==> config.mk <==
export PLATFORM = sky130hd
export DESIGN_NAME = lsb_word_serializer
export DESIGN_NICKNAME = d
export VERILOG_FILES = /design/src/rtl/lsb_word_serializer.sv
export SDC_FILE = /design/constraint.sdc
export NUM_CORES = 1
export LEC_CHECK = 0
export BUFFER_PORTS_ARGS = -buffer_cell sky130_fd_sc_hd__buf_2
export CAP_MARGIN = 30
export CORE_ASPECT_RATIO = 0.6
export CORE_MARGIN = 5
export CORE_UTILIZATION = 49
export DETAILED_ROUTE_END_ITERATION = 10
export HOLD_SLACK_MARGIN = 0.12
export PLACE_DENSITY = 0.74
export SLEW_MARGIN = 15
export SYNTH_ARGS = -nofsm -noshare
export SYNTH_HDL_FRONTEND = slang
export SYNTH_SLANG_ARGS = --single-unit
==> constraint.sdc <==
create_clock -name clk -period 1.86 [get_ports clk]
set_clock_uncertainty 0.2 [all_clocks]
set_input_delay 0.279 -clock clk [delete_from_list [all_inputs] [get_ports clk]]
set_output_delay 0.279 -clock clk [all_outputs]
set_load 0.02 [all_outputs]
==> src/rtl/lsb_word_serializer.sv <==
// Parallel-to-serial feeder for the LSB-first mod-5 residue checker: clear pulse, W bits, done.
// Optional golden residue output `exp_residue` is enabled by defining SERIALIZER_CHECK_EN.
module lsb_word_serializer #(
    parameter int W  = 10,
    parameter int CW = $clog2(W + 1)
) (
    input  logic         clk,
    input  logic         reset,
    input  logic         load,
    input  logic [W-1:0] data_in,
    input  logic         abort,
    output logic         ready,
    output logic         clr_out,
    output logic         bit_out,
    output logic         bit_valid,
    output logic         last,
    output logic         done
`ifdef SERIALIZER_CHECK_EN
    ,
    output logic [2:0]   exp_residue
`endif
);

    typedef enum logic [1:0] {IDLE, CLR, SHIFT, DONE} state_t;

    state_t        state, state_nx;
    logic [W-1:0]  sr, sr_nx;
    logic [CW-1:0] cnt, cnt_nx;
    logic          ready_nx, clr_nx, bit_nx, valid_nx, last_nx, done_nx;
    logic          accept;

    // ready is only ever high in IDLE, but stays low for the flush cycle after an abort
    assign accept = (state == IDLE) && ready && load;

    always_comb begin
        state_nx = state;
        sr_nx    = sr;
        cnt_nx   = cnt;
        ready_nx = 1'b0;
        clr_nx   = 1'b0;
        bit_nx   = 1'b0;
        valid_nx = 1'b0;
        last_nx  = 1'b0;
        done_nx  = 1'b0;
        case (state)
            IDLE: begin
                if (accept) begin
                    state_nx = CLR;
                    sr_nx    = data_in;
                    cnt_nx   = CW'(W);
                    clr_nx   = 1'b1;
                end else begin
                    ready_nx = 1'b1;
                end
            end
            CLR: begin
                if (abort) begin
                    state_nx = IDLE;
                    sr_nx    = '0;
                    cnt_nx   = '0;
                    clr_nx   = 1'b1;
                end else begin
                    state_nx = SHIFT;
                    valid_nx = 1'b1;
                    bit_nx   = sr[0];
                    last_nx  = (cnt == CW'(1));
                end
            end
            SHIFT: begin
                if (abort) begin
                    state_nx = IDLE;
                    sr_nx    = '0;
                    cnt_nx   = '0;
                    clr_nx   = 1'b1;
                end else begin
                    sr_nx  = sr >> 1;
                    cnt_nx = cnt - CW'(1);
                    if (cnt_nx == '0) begin
                        state_nx = DONE;
                        done_nx  = 1'b1;
                    end else begin
                        valid_nx = 1'b1;
                        bit_nx   = sr_nx[0];
                        last_nx  = (cnt_nx == CW'(1));
                    end
                end
            end
            DONE: begin
                state_nx = IDLE;
                ready_nx = 1'b1;
            end
            default: begin
                state_nx = IDLE;
                ready_nx = 1'b1;
            end
        endcase
    end

    always_ff @(posedge clk) begin
        if (reset) begin
            state     <= IDLE;
            sr        <= '0;
            cnt       <= '0;
            ready     <= 1'b1;
            clr_out   <= 1'b0;
            bit_out   <= 1'b0;
            bit_valid <= 1'b0;
            last      <= 1'b0;
            done      <= 1'b0;
        end else begin
            state     <= state_nx;
            sr        <= sr_nx;
            cnt       <= cnt_nx;
            ready     <= ready_nx;
            clr_out   <= clr_nx;
            bit_out   <= bit_nx;
            bit_valid <= valid_nx;
            last      <= last_nx;
            done      <= done_nx;
        end
    end

`ifdef SERIALIZER_CHECK_EN
    // MSB-first Horner reduction: r = (2r + b) mod 5 keeps every step within 4 bits
    function automatic logic [2:0] mod5(input logic [W-1:0] v);
        logic [2:0] r;
        logic [3:0] t;
        r = 3'd0;
        for (int i = W - 1; i >= 0; i--) begin
            t = {r, 1'b0} + {3'b000, v[i]};
            r = (t >= 4'd5) ? 3'(t - 4'd5) : t[2:0];
        end
        return r;
    endfunction

    always_ff @(posedge clk) begin
        if (reset)
            exp_residue <= 3'd0;
        else if (accept)
            exp_residue <= mod5(data_in);
    end
`endif

endmodule

==> out/metrics.csv, run 1 <==
stage;metric;value;unit
outcome;status;finished, final reports clean;
route;final wirelength;3.13;mm
setup_path;Setup crit end kind;register;
setup_path;start point of the critical path;abort;
route;routed via count;1139;
power;power density over the cells;906;mW/mm^2
setup_path;cell breakdown of the critical path;dlygate4sd3_1, buf_4, nor2b_4, nor3_4, buf_6, buf_4, a32o_1;
floorplan;floorplan die height;48.6;um
grt;maximum number of pins on one net before global-route repair;23;
grt;initial antenna violation count;0;
cts;Clock Path Buffers;2;
setup_path;WP data required;1.81;ns
synth;register area share after synthesis;36.3;%
final_layout;area taken by multi-input logic gates;769;um^2
timing;fraction of the cycle the final worst path needs;96.6;%
route;routed length per instance;15.4;um
synth;number of instances in the synthesized netlist;132;
final_layout;post-route insts no fill;203;
hold_path;startpoint of the tightest hold check path;load;
synth;Yosys warnings;0;
timing;number of hold-slack violations in the final timing report;0;
final_layout;nets@finish;195;
cts;clock sink count;22;
timing;actual transition at the worst max-transition pin;0.476;ns
setup_path;Crit Path Max Fanout;8;
route;routed via count divided by cell count;5.61;
cts;TritonCTS buffer count;3;
synth;synthesized area divided by synthesized cell count;9.20;um^2
grt;number of global-route vias before repair;1046;
setup_path;number of cells on the worst reg-to-reg path;5;
cts;cell at the root of the clock tree;sky130_fd_sc_hd__clkbuf_8;
setup_path;R2R Path Start;cnt[1];
power;static leakage power;0.654;nW
floorplan;starting density of the core;49.9;%
floorplan;floorplan core area;0.00243;mm^2
timing;normalized max-slew margin;68.2;%
route;drc violations;0;
setup_path;arrival time of data at the critical path endpoint;1.75;ns
floorplan;top-level I/O count;20;
placement;PortBufs;19;
timing;Final Hold Slack;0.202;ns
grt;overall track demand over capacity in global routing;17.6;%
cts;total number of H-tree levels;1;
timing;Max Clock Freq;0.556;GHz
timing;Final Critical Period;1.80;ns
synth;Post-Synthesis Net Count;154;
hold_path;hold path cells;3;
floorplan;num rows;14;
cts;clock latency on the worst-skew pair;0.26;ns
setup_path;most common cell type on the critical path;sky130_fd_sc_hd__buf_4;
floorplan;Chip Width;74.3;um
cts;Clock transition at path regs;0.08;ns
final_layout;fraction of final layout cells sized beyond drive strength 1;37.4;%
setup_path;kind of launch point of the worst setup path;input pin;
placement;Placed Cells incl. Taps;184;
route;number of antenna-violating nets in the routed design;0;
placement;post-detailed-placement half-perimeter wirelength;2.02;mm
flow_run;max capacitance violation total;0;
timing;count of pins over their slew limit;0;
final_layout;Layout fillers;186;
setup_path;type of the worst setup path;input pin to register;
final_layout;sequential cell area in the final layout;448;um^2
synth;share of Yosys cell area claimed by the top area cell type;36.3;%
cts;TritonCTS clock tree;yes;
final_layout;area delta synth->final;32.4;%
setup_path;Worst path slowest cell;sky130_fd_sc_hd__dlygate4sd3_1;
route;violation count after the first detailed-route iteration;161;
grt;total congestion overflow;0;
final_layout;number of diodes added for antenna fixing;0;
synth;flip-flop and latch count after synthesis;22;
final_layout;leading cell types in the layout, fill and taps excluded;20 x sky130_fd_sc_hd__dfxtp_1, 20 x sky130_fd_sc_hd__buf_4, 18 x sky130_fd_sc_hd__nor2_1, 18 x sky130_fd_sc_hd__buf_2;
setup_path;biggest cell delay along the critical path;0.53;ns
floorplan;die area;0.00361;mm^2
placement;routability cong.;0.873;
synth;mapped cell area;0.00121;mm^2
power;peak ir drop on the vdd network;448;uV
timing;Setup violations, final;0;
route;DRT Pass-1 Iters;4;
hold_path;min-delay worst type;input pin to register;
synth;most area-hungry cell type in the Yosys netlist;sky130_fd_sc_hd__dfxtp_1;
synth;Yosys cell types;38;
synth;ranking of synthesized cells by area;sky130_fd_sc_hd__dfxtp_1 36%, sky130_fd_sc_hd__ha_1 8.2%, sky130_fd_sc_hd__a211oi_2 6.2%;
grt;wire length of the first global-routing pass;5.02;mm
## area by class of cell
class / count / share of cell area [%]
Clock buffer: 3 / 2.57
Timing Repair Buffer: 43 / 18.2
Inverter: 4 / 1.09
Tap cell: 32 / 2.49
Sequential cell: 22 / 27.8
Multi-Input combinational cell: 99 / 47.8
## flip-flops by register name, indices dropped and copies added, names as in the netlist
name and flops:
sr 10, cnt 4, state 2, bit_out 1, bit_valid 1, clr_out 1, done 1, last 1
ready 1
## synthesized netlist by cell type
| master | n |
|---|---|
| sky130_fd_sc_hd__nand4b_1 | 1 |
| sky130_fd_sc_hd__o21ai_0 | 1 |
| sky130_fd_sc_hd__a311oi_1 | 2 |
| sky130_fd_sc_hd__a22oi_1 | 1 |
| sky130_fd_sc_hd__o2bb2ai_2 | 1 |
| sky130_fd_sc_hd__a21boi_2 | 1 |
| sky130_fd_sc_hd__nor3_1 | 3 |
| sky130_fd_sc_hd__buf_2 | 3 |
| sky130_fd_sc_hd__o41ai_1 | 1 |
| sky130_fd_sc_hd__a32o_1 | 1 |
| sky130_fd_sc_hd__buf_4 | 2 |
| sky130_fd_sc_hd__nor3b_1 | 1 |
| sky130_fd_sc_hd__clkbuf_1 | 2 |
| sky130_fd_sc_hd__a32oi_1 | 1 |
| sky130_fd_sc_hd__a2111oi_0 | 1 |
| sky130_fd_sc_hd__nand3b_1 | 2 |
| sky130_fd_sc_hd__a21oi_1 | 12 |
| sky130_fd_sc_hd__nand3_1 | 3 |
| sky130_fd_sc_hd__nand2b_1 | 6 |
| sky130_fd_sc_hd__nor3_4 | 1 |
| sky130_fd_sc_hd__o21bai_1 | 1 |
| sky130_fd_sc_hd__o21ai_1 | 1 |
| sky130_fd_sc_hd__nor3_2 | 1 |
| sky130_fd_sc_hd__o41ai_4 | 1 |
| sky130_fd_sc_hd__a211oi_1 | 3 |
| sky130_fd_sc_hd__and2_1 | 1 |
| sky130_fd_sc_hd__nor2_1 | 18 |
| sky130_fd_sc_hd__or4_1 | 1 |
| sky130_fd_sc_hd__o21a_1 | 2 |
| sky130_fd_sc_hd__nor2b_2 | 1 |
| sky130_fd_sc_hd__inv_1 | 4 |
| sky130_fd_sc_hd__nand2_1 | 2 |
| sky130_fd_sc_hd__dfxtp_1 | 22 |
| sky130_fd_sc_hd__nor2b_1 | 12 |
| sky130_fd_sc_hd__and4_1 | 1 |
| sky130_fd_sc_hd__mux2i_1 | 1 |
| sky130_fd_sc_hd__a211oi_2 | 6 |
| sky130_fd_sc_hd__ha_1 | 8 |
## per-layer routing
layer | vias up | routed length (um) | GRT usage [%]
li1 | 554 | - | -
met1 | 541 | 1530 | 25.3
met2 | 42 | 1370 | 26.6
met3 | 2 | 215 | 5.17
met4 | 0 | 8 | 2.66
met5 | - | 0 | 0
## stage by stage
stage	area [um^2]	worst slack [ns]	total power, mW	setup TNS (ns)	utilization, %
final	1610	0.0630	1.46	0	66.1
after global routing	1610	-0.00415	1.54	-0.00415	66.1
after CTS	1510	-0.0320	1.39	-0.154	62.2
after detailed placement	1370	-0.0517	1.01	-0.0774	56.4
after global placement	1370	0.0291	0.997	0	56.4
after floorplan	1210	0.0615	0.899	0	-
## critical path, delay by kind of cell
kind / cells / cell delay, ns
AO/OA/AOI/OAI: 1 / 0.25
buffers and inverters: 4 / 0.97
AND/OR/NAND/NOR: 2 / 0.26
## report_power, final
group          total, mW  switching, mW  internal (mW)
clock network      0.300          0.155          0.145
registers          0.588         0.0503          0.537
logic              0.571          0.285          0.285
total               1.46          0.491          0.967
## cell families after synthesis
kind of cell / count (synthesis) / synth area share, %
AND/OR/NAND/NOR: 54 / 25.2
flip-flops: 22 / 36.3
adder cells (fa/ha/maj): 8 / 8.24
AO/OA/AOI/OAI: 36 / 25.1
buffers and inverters: 11 / 4.32
multiplexers: 1 / 0.824
## final timing paths
kind | to | slack, ns
max | cnt[2] | 0.06
min | clr_out | 0.20
max reg2reg | state[1] | 0.07
min reg2reg | sr[9] | 0.29
## what timing repair did
action / 4_1_cts / 5_1_grt
setup endpoints to repair: 12 / 17
pin swaps: 2 / 4
cloned: 2 / 0
buffers inserted: 6 / 5
hold buffers: 3 / 0
resized for setup: 5 / 19
hold endpoints to repair: 3 / 0
Power figures use the tool's default switching activity.
==> inputs of run 2 (changes only) <==
--- a/config.mk
+++ b/config.mk
@@ -11,6 +11,6 @@
 export CORE_MARGIN = 5
-export CORE_UTILIZATION = 49
+export CORE_UTILIZATION = 50
 export DETAILED_ROUTE_END_ITERATION = 10
 export HOLD_SLACK_MARGIN = 0.12
-export PLACE_DENSITY = 0.74
+export PLACE_DENSITY = 0.72
 export SLEW_MARGIN = 15
==> constraint.sdc (replaced) <==
create_clock -name clk -period 2 [get_ports clk]
set_clock_uncertainty 0.2 [all_clocks]
set_input_delay 0 -clock clk [delete_from_list [all_inputs] [get_ports clk]]
set_output_delay 0 -clock clk [all_outputs]
set_load 0.02 [all_outputs]
==> out/metrics.csv, run 2 (same netlist as run 1, synthesis figures left out) <==
stage;metric;value;unit;change
route;number of antenna-violating nets in the routed design;0;;unchanged
final_layout;Largest regs;sr (10), cnt (4), state (2);;unchanged
setup_path;biggest cell delay along the critical path;0.37;ns;was 0.53 ns
cts;total number of H-tree levels;1;;unchanged
final_layout;number of flip-flops in the largest register;10;;unchanged
setup_path;WP data required;1.98;ns;was 1.81 ns
grt;total congestion overflow;0;;unchanged
placement;PortBufs;19;;unchanged
setup_path;arrival time of data at the critical path endpoint;1.90;ns;was 1.75 ns
grt;maximum number of pins on one net before global-route repair;23;;unchanged
timing;final total negative setup slack;0;ns;unchanged
timing;fraction of the cycle the final worst path needs;95.7;%;
placement;post-place instance area;0.00136;mm^2;was 0.00137 mm^2
route;drc violations;0;;unchanged
outcome;status;finished, final reports clean;;unchanged
final_layout;fraction of final layout cells sized beyond drive strength 1;30.1;%;was 37.4%
cts;TritonCTS buffer count;3;;unchanged
floorplan;floorplan die height;48.2;um;was 48.6 um
timing;Final Hold Slack;0.279;ns;was 0.202 ns
cts;clock latency on the worst-skew pair;0.26;ns;about the same
grt;overall track demand over capacity in global routing;16.9;%;was 17.6%
cts;TritonCTS clock tree;yes;;unchanged
route;routed via count divided by cell count;5.39;;was 5.61
floorplan;top-level I/O count;20;;unchanged
floorplan;num rows;13;;was 14
final_layout;most common cell after layout, fill and taps aside;sky130_fd_sc_hd__dfxtp_1;;
placement;routability cong.;0.862;;was 0.873
setup_path;kind of launch point of the worst setup path;register;;was input pin
power;power density over the cells;838;mW/mm^2;was 906 mW/mm^2
power;total design power;1.37;mW;was 1.46 mW
timing;count of pins over their slew limit;0;;unchanged
final_layout;cell area after layout;0.00163;mm^2;was 0.00161 mm^2
setup_path;cell breakdown of the critical path;inv_1, ha_2, a21boi_4, nor3_4, buf_6, clkbuf_2, buf_4, a211oi_2;;was dlygate4sd3_1, buf_4, nor2b_4, nor3_4, buf_6, buf_4, a32o_1
final_layout;area delta synth->final;34.4;%;was 32.4%
setup_path;type of the worst setup path;register to register;;was input pin to register
setup_path;Crit Path Max Fanout;6;;was 8
flow_run;max capacitance violation total;0;;unchanged
setup_path;Worst path slowest cell;sky130_fd_sc_hd__dfxtp_4;;was sky130_fd_sc_hd__dlygate4sd3_1
cts;cell at the root of the clock tree;sky130_fd_sc_hd__clkbuf_8;;unchanged
timing;RSZ-0062 raised after global routing;yes;;
timing;Final Critical Period;1.91;ns;
floorplan;Chip Width;73.6;um;was 74.3 um
timing;number of hold-slack violations in the final timing report;0;;unchanged
power;peak ir drop on the vdd network;433;uV;was 448 uV
final_layout;number of diodes added for antenna fixing;0;;unchanged
cts;Clock Path Buffers;2;;unchanged
power;static leakage power;0.666;nW;was 0.654 nW
timing;actual transition at the worst max-transition pin;0.448;ns;was 0.476 ns
final_layout;nets@finish;199;;was 195
grt;wire length of the first global-routing pass;4.51;mm;was 5.02 mm
final_layout;Final Core Density;72.7;%;was 66.1%
route;DRT Pass-1 Iters;4;;unchanged
route;routed via count;1111;;was 1139
grt;number of global-route vias before repair;963;;was 1046
cts;clock sink count;22;;unchanged
setup_path;Setup crit end kind;register;;unchanged
floorplan;starting density of the core;54.1;%;was 49.9%
route;final wirelength;2.94;mm;was 3.13 mm
floorplan;die area;0.00355;mm^2;was 0.00361 mm^2
final_layout;Layout fillers;170;;was 186
floorplan;floorplan core area;0.00224;mm^2;was 0.00243 mm^2
cts;Clock transition at path regs;0.08;ns;about the same
route;routed length per instance;14.3;um;was 15.4 um
final_layout;leading cell types in the layout, fill and taps excluded;20 x sky130_fd_sc_hd__dfxtp_1, 19 x sky130_fd_sc_hd__buf_2, 18 x sky130_fd_sc_hd__nor2_1;;was 20 x sky130_fd_sc_hd__dfxtp_1, 20 x sky130_fd_sc_hd__buf_4, 18 x sky130_fd_sc_hd__nor2_1, 18 x sky130_fd_sc_hd__buf_2
placement;post-detailed-placement half-perimeter wirelength;2.08;mm;was 2.02 mm
timing;Max Clock Freq;0.522;GHz;
final_layout;register ranked first by flip-flop count;sr;;unchanged
route;violation count after the first detailed-route iteration;152;;was 161
timing;normalized max-slew margin;69.4;%;was 68.2%
grt;initial antenna violation count;0;;unchanged
hold_path;min-delay worst type;register to register;;was input pin to register
timing;Setup violations, final;0;;unchanged
[run 2: through the flow]
| step | setup WS (ns) | cells |
|---|---|---|
| floorplan | 0.202 | 132 |
| global placement | 0.191 | 181 |
| global route | -0.0285 | 206 |
| detailed placement | 0.0799 | 181 |
| finish | 0.0856 | 206 |
| CTS | 0.0558 | 198 |
[run 2: routing by layer]
layer  part of all wire [%]  GRT usage, %  up-vias
li1                       -             -      557
met1                     48          23.5      510
met2                     44          27.1       42
met3                    7.7          4.32        2
met4                   0.27          3.25        0
met5                      0             0        -
[run 2: what timing repair did]
item	4_1_cts	5_1_grt
setup buffers	0	8
hold buffers	13	0
endpoints found under the setup margin	0	11
gates resized for setup	0	8
endpoints found under the hold margin	22	0
[run 2: cell type report]
type,instances,area (um^2),share of cell area (%)
Multi-Input combinational cell,99,737,45.1
Inverter,4,15.0,0.920
Timing Repair Buffer,47,343,21.0
Clock buffer,4,55.1,3.37
Tap cell,30,37.5,2.30
Sequential cell,22,445,27.3
[run 2: critical path, delay by kind of cell, from the launching register on]
family / cells / cell delay, ns
flip-flops: 1 / 0.37
AND/OR/NAND/NOR: 1 / 0.09
AO/OA/AOI/OAI: 2 / 0.44
adder cells (fa/ha/maj): 1 / 0.21
buffers and inverters: 4 / 0.53
[run 2: power breakdown]
group	total [mW]	leakage (nW)	internal, mW	switching [mW]
logic	0.499	0.455	0.250	0.248
registers	0.548	0.182	0.501	0.0468
clock network	0.322	0.0288	0.175	0.147
[run 2: final timing paths]
| path | start | endpoint | slack [ns] | cells after the start |
|---|---|---|---|---|
| setup / recovery | state[0] | sr[1] | 0.09 | 8 |
| hold / removal | sr[9] | sr[9] | 0.28 | 2 |
| setup reg to reg | state[0] | sr[1] | 0.09 | 8 |
| hold reg to reg | sr[9] | sr[9] | 0.28 | 2 |
==> inputs of run 3 (changes only) <==
CORE_UTILIZATION = 54   (was 50)
PLACE_DENSITY = 0.77   (was 0.72)
==> out/metrics.csv, run 3 (same netlist as run 1, synthesis figures left out) <==
stage;metric;value;unit;change
floorplan;floorplan die height;46.7;um;was 48.2 um
setup_path;Crit Path Max Fanout;16;;was 6
hold_path;startpoint of the tightest hold check path;sr[9];;unchanged
cts;Clock Path Buffers;2;;unchanged
route;routed via count divided by cell count;5.70;;was 5.39
setup_path;type of the worst setup path;register to register;;unchanged
grt;overall track demand over capacity in global routing;19.6;%;was 16.9%
timing;actual transition at the worst max-transition pin;0.476;ns;was 0.448 ns
power;power density over the cells;837;mW/mm^2;was 838 mW/mm^2
final_layout;fraction of final layout cells sized beyond drive strength 1;27.4;%;was 30.1%
hold_path;hold path cells;2;;unchanged
final_layout;cell area after layout;0.00158;mm^2;was 0.00163 mm^2
flow_run;max capacitance violation total;0;;unchanged
cts;TritonCTS clock tree;yes;;unchanged
setup_path;cell breakdown of the critical path;inv_1, ha_1, a21boi_2, nor3_4, buf_12, nor2_1, a211oi_1;;was inv_1, ha_2, a21boi_4, nor3_4, buf_6, clkbuf_2, buf_4, a211oi_2
grt;maximum number of pins on one net before global-route repair;23;;unchanged
timing;final total negative setup slack;0;ns;unchanged
setup_path;R2R Path Start;state[0];;unchanged
floorplan;floorplan core area;0.00215;mm^2;was 0.00224 mm^2
timing;Max Clock Freq;0.514;GHz;was 0.522 GHz
timing;fraction of the cycle the final worst path needs;97.2;%;was 95.7%
placement;post-detailed-placement half-perimeter wirelength;1.92;mm;was 2.08 mm
setup_path;number of cells on the worst reg-to-reg path;7;;was 8
final_layout;leading cell types in the layout, fill and taps excluded;19 x sky130_fd_sc_hd__dfxtp_1, 19 x sky130_fd_sc_hd__buf_2, 18 x sky130_fd_sc_hd__nor2_1;;was 20 x sky130_fd_sc_hd__dfxtp_1, 19 x sky130_fd_sc_hd__buf_2, 18 x sky130_fd_sc_hd__nor2_1
route;violation count after the first detailed-route iteration;158;;was 152
route;drc violations;0;;unchanged
cts;TritonCTS buffer count;3;;unchanged
power;static leakage power;0.625;nW;was 0.666 nW
setup_path;biggest cell delay along the critical path;0.36;ns;was 0.37 ns
placement;routability cong.;0.818;;was 0.862
grt;wire length of the first global-routing pass;5.02;mm;was 4.51 mm
route;routed via count;1129;;was 1111
route;routed length per instance;15.7;um;was 14.3 um
hold_path;Hold Crit Endpoint;sr[9];;unchanged
setup_path;WP data required;1.97;ns;was 1.98 ns
setup_path;Worst path slowest cell;sky130_fd_sc_hd__dfxtp_2;;was sky130_fd_sc_hd__dfxtp_4
cts;Clock transition at path regs;0.08;ns;about the same
cts;clock latency on the worst-skew pair;0.26;ns;about the same
route;DRT Pass-1 Iters;5;;was 4
floorplan;num rows;13;;unchanged
timing;Final Hold Slack;0.273;ns;was 0.279 ns
outcome;status;finished, final reports clean;;unchanged
power;peak ir drop on the vdd network;488;uV;was 433 uV
setup_path;worst reg-to-reg setup slack;0.06;ns;was 0.09 ns
final_layout;register ranked first by flip-flop count;sr;;unchanged
placement;Placed Cells incl. Taps;179;;was 181
cts;clock sink count;22;;unchanged
placement;post-place instance area;0.00136;mm^2;about the same
final_layout;number of flip-flops in the largest register;10;;unchanged
timing;Setup violations, final;0;;unchanged
timing;count of pins over their slew limit;0;;unchanged
setup_path;Setup crit end kind;register;;unchanged
final_layout;post-route insts no fill;198;;was 206
timing;number of hold-slack violations in the final timing report;0;;unchanged
cts;cell at the root of the clock tree;sky130_fd_sc_hd__clkbuf_8;;unchanged
grt;total congestion overflow;0;;unchanged
timing;RSZ-0062 raised after global routing;yes;;unchanged
hold_path;min-delay worst type;register to register;;unchanged
floorplan;top-level I/O count;20;;unchanged
route;final wirelength;3.10;mm;was 2.94 mm
final_layout;nets@finish;191;;was 199
floorplan;starting density of the core;56.6;%;was 54.1%
setup_path;kind of launch point of the worst setup path;register;;unchanged
route;number of antenna-violating nets in the routed design;0;;unchanged
floorplan;Chip Width;71.2;um;was 73.6 um
timing;normalized max-slew margin;68.3;%;was 69.4%
floorplan;die area;0.00333;mm^2;was 0.00355 mm^2
cts;total number of H-tree levels;1;;unchanged
final_layout;area delta synth->final;29.8;%;was 34.4%
setup_path;Crit path max-delay family;compound AO/OA/AOI/OAI gates;;was buffers and inverters
final_layout;number of diodes added for antenna fixing;0;;unchanged
placement;PortBufs;19;;unchanged
grt;initial antenna violation count;0;;unchanged
setup_path;arrival time of data at the critical path endpoint;1.92;ns;was 1.90 ns
final_layout;Largest regs;sr (10), cnt (4), state (2);;unchanged
timing;Final Critical Period;1.94;ns;was 1.91 ns
grt;number of global-route vias before repair;1047;;was 963
setup_path;Critical R2R Capture;sr[7];;was sr[1]
setup_path;worst path bufs/invs;2;;was 4
[run 3: cell type report]
| cell class | instances | area (um^2) |
|---|---|---|
| Clock buffer | 4 | 55.1 |
| Inverter | 4 | 15.0 |
| Sequential cell | 22 | 444 |
| Fill cell | 161 | 571 |
| Timing Repair Buffer | 39 | 297 |
| Multi-Input combinational cell | 99 | 728 |
| Tap cell | 30 | 37.5 |
[run 3: worst max path at each step]
stage	start	endpoint	slack, ns	cells after the start
after CTS	cnt[1]	state[1]	0.03	5
after floorplan	cnt[0]	state[1]	0.20	5
after detailed placement	cnt[1]	state[1]	0.04	5
after global routing	state[0]	sr[7]	-0.009	7
final	state[0]	sr[7]	0.06	7
after global placement	cnt[1]	state[1]	0.09	5
[run 3: worst min-delay path, cell delays in order, from the launching register on]
cell and delay [ns]:
sky130_fd_sc_hd__dfxtp_1 0.31, sky130_fd_sc_hd__nand2b_1 0.06, sky130_fd_sc_hd__a21oi_1 0.05
[run 3: report_power, final]
part | leakage, nW | switching [mW] | internal [mW] | total [mW]
Clock | 0.0288 | 0.145 | 0.176 | 0.321
Sequential | 0.182 | 0.0516 | 0.501 | 0.553
Combinational | 0.415 | 0.241 | 0.205 | 0.446
Total | 0.625 | 0.438 | 0.882 | 1.32
[run 3: layer usage]
| metal | GRT usage (%) | part of all wire (%) | vias up |
|---|---|---|---|
| li1 | - | - | 540 |
| met1 | 24.7 | 41 | 525 |
| met2 | 34.3 | 49 | 56 |
| met3 | 5.56 | 8.0 | 8 |
| met4 | 4.49 | 1.6 | 0 |
| met5 | 0 | 0 | - |
[run 3: through the flow]
stage / util (%) / total power, mW / worst slack, ns
6_report: 73.4 / 1.32 / 0.0559
5_1_grt: 73.4 / 1.39 / -0.00909
4_1_cts: 72.4 / 1.29 / 0.0318
3_5_place_dp: 63.3 / 0.949 / 0.0408
3_3_place_gp: 63.3 / 0.932 / 0.0869
2_1_floorplan: - / 0.836 / 0.202
[run 3: timing repair]
item,4_1_cts,5_1_grt
hold buffers,14,0
endpoints found under the setup margin,1,14
gates cloned,0,0
hold endpoints to repair,22,0
resized for setup,0,6
pin swaps,1,2
setup buffers,0,1
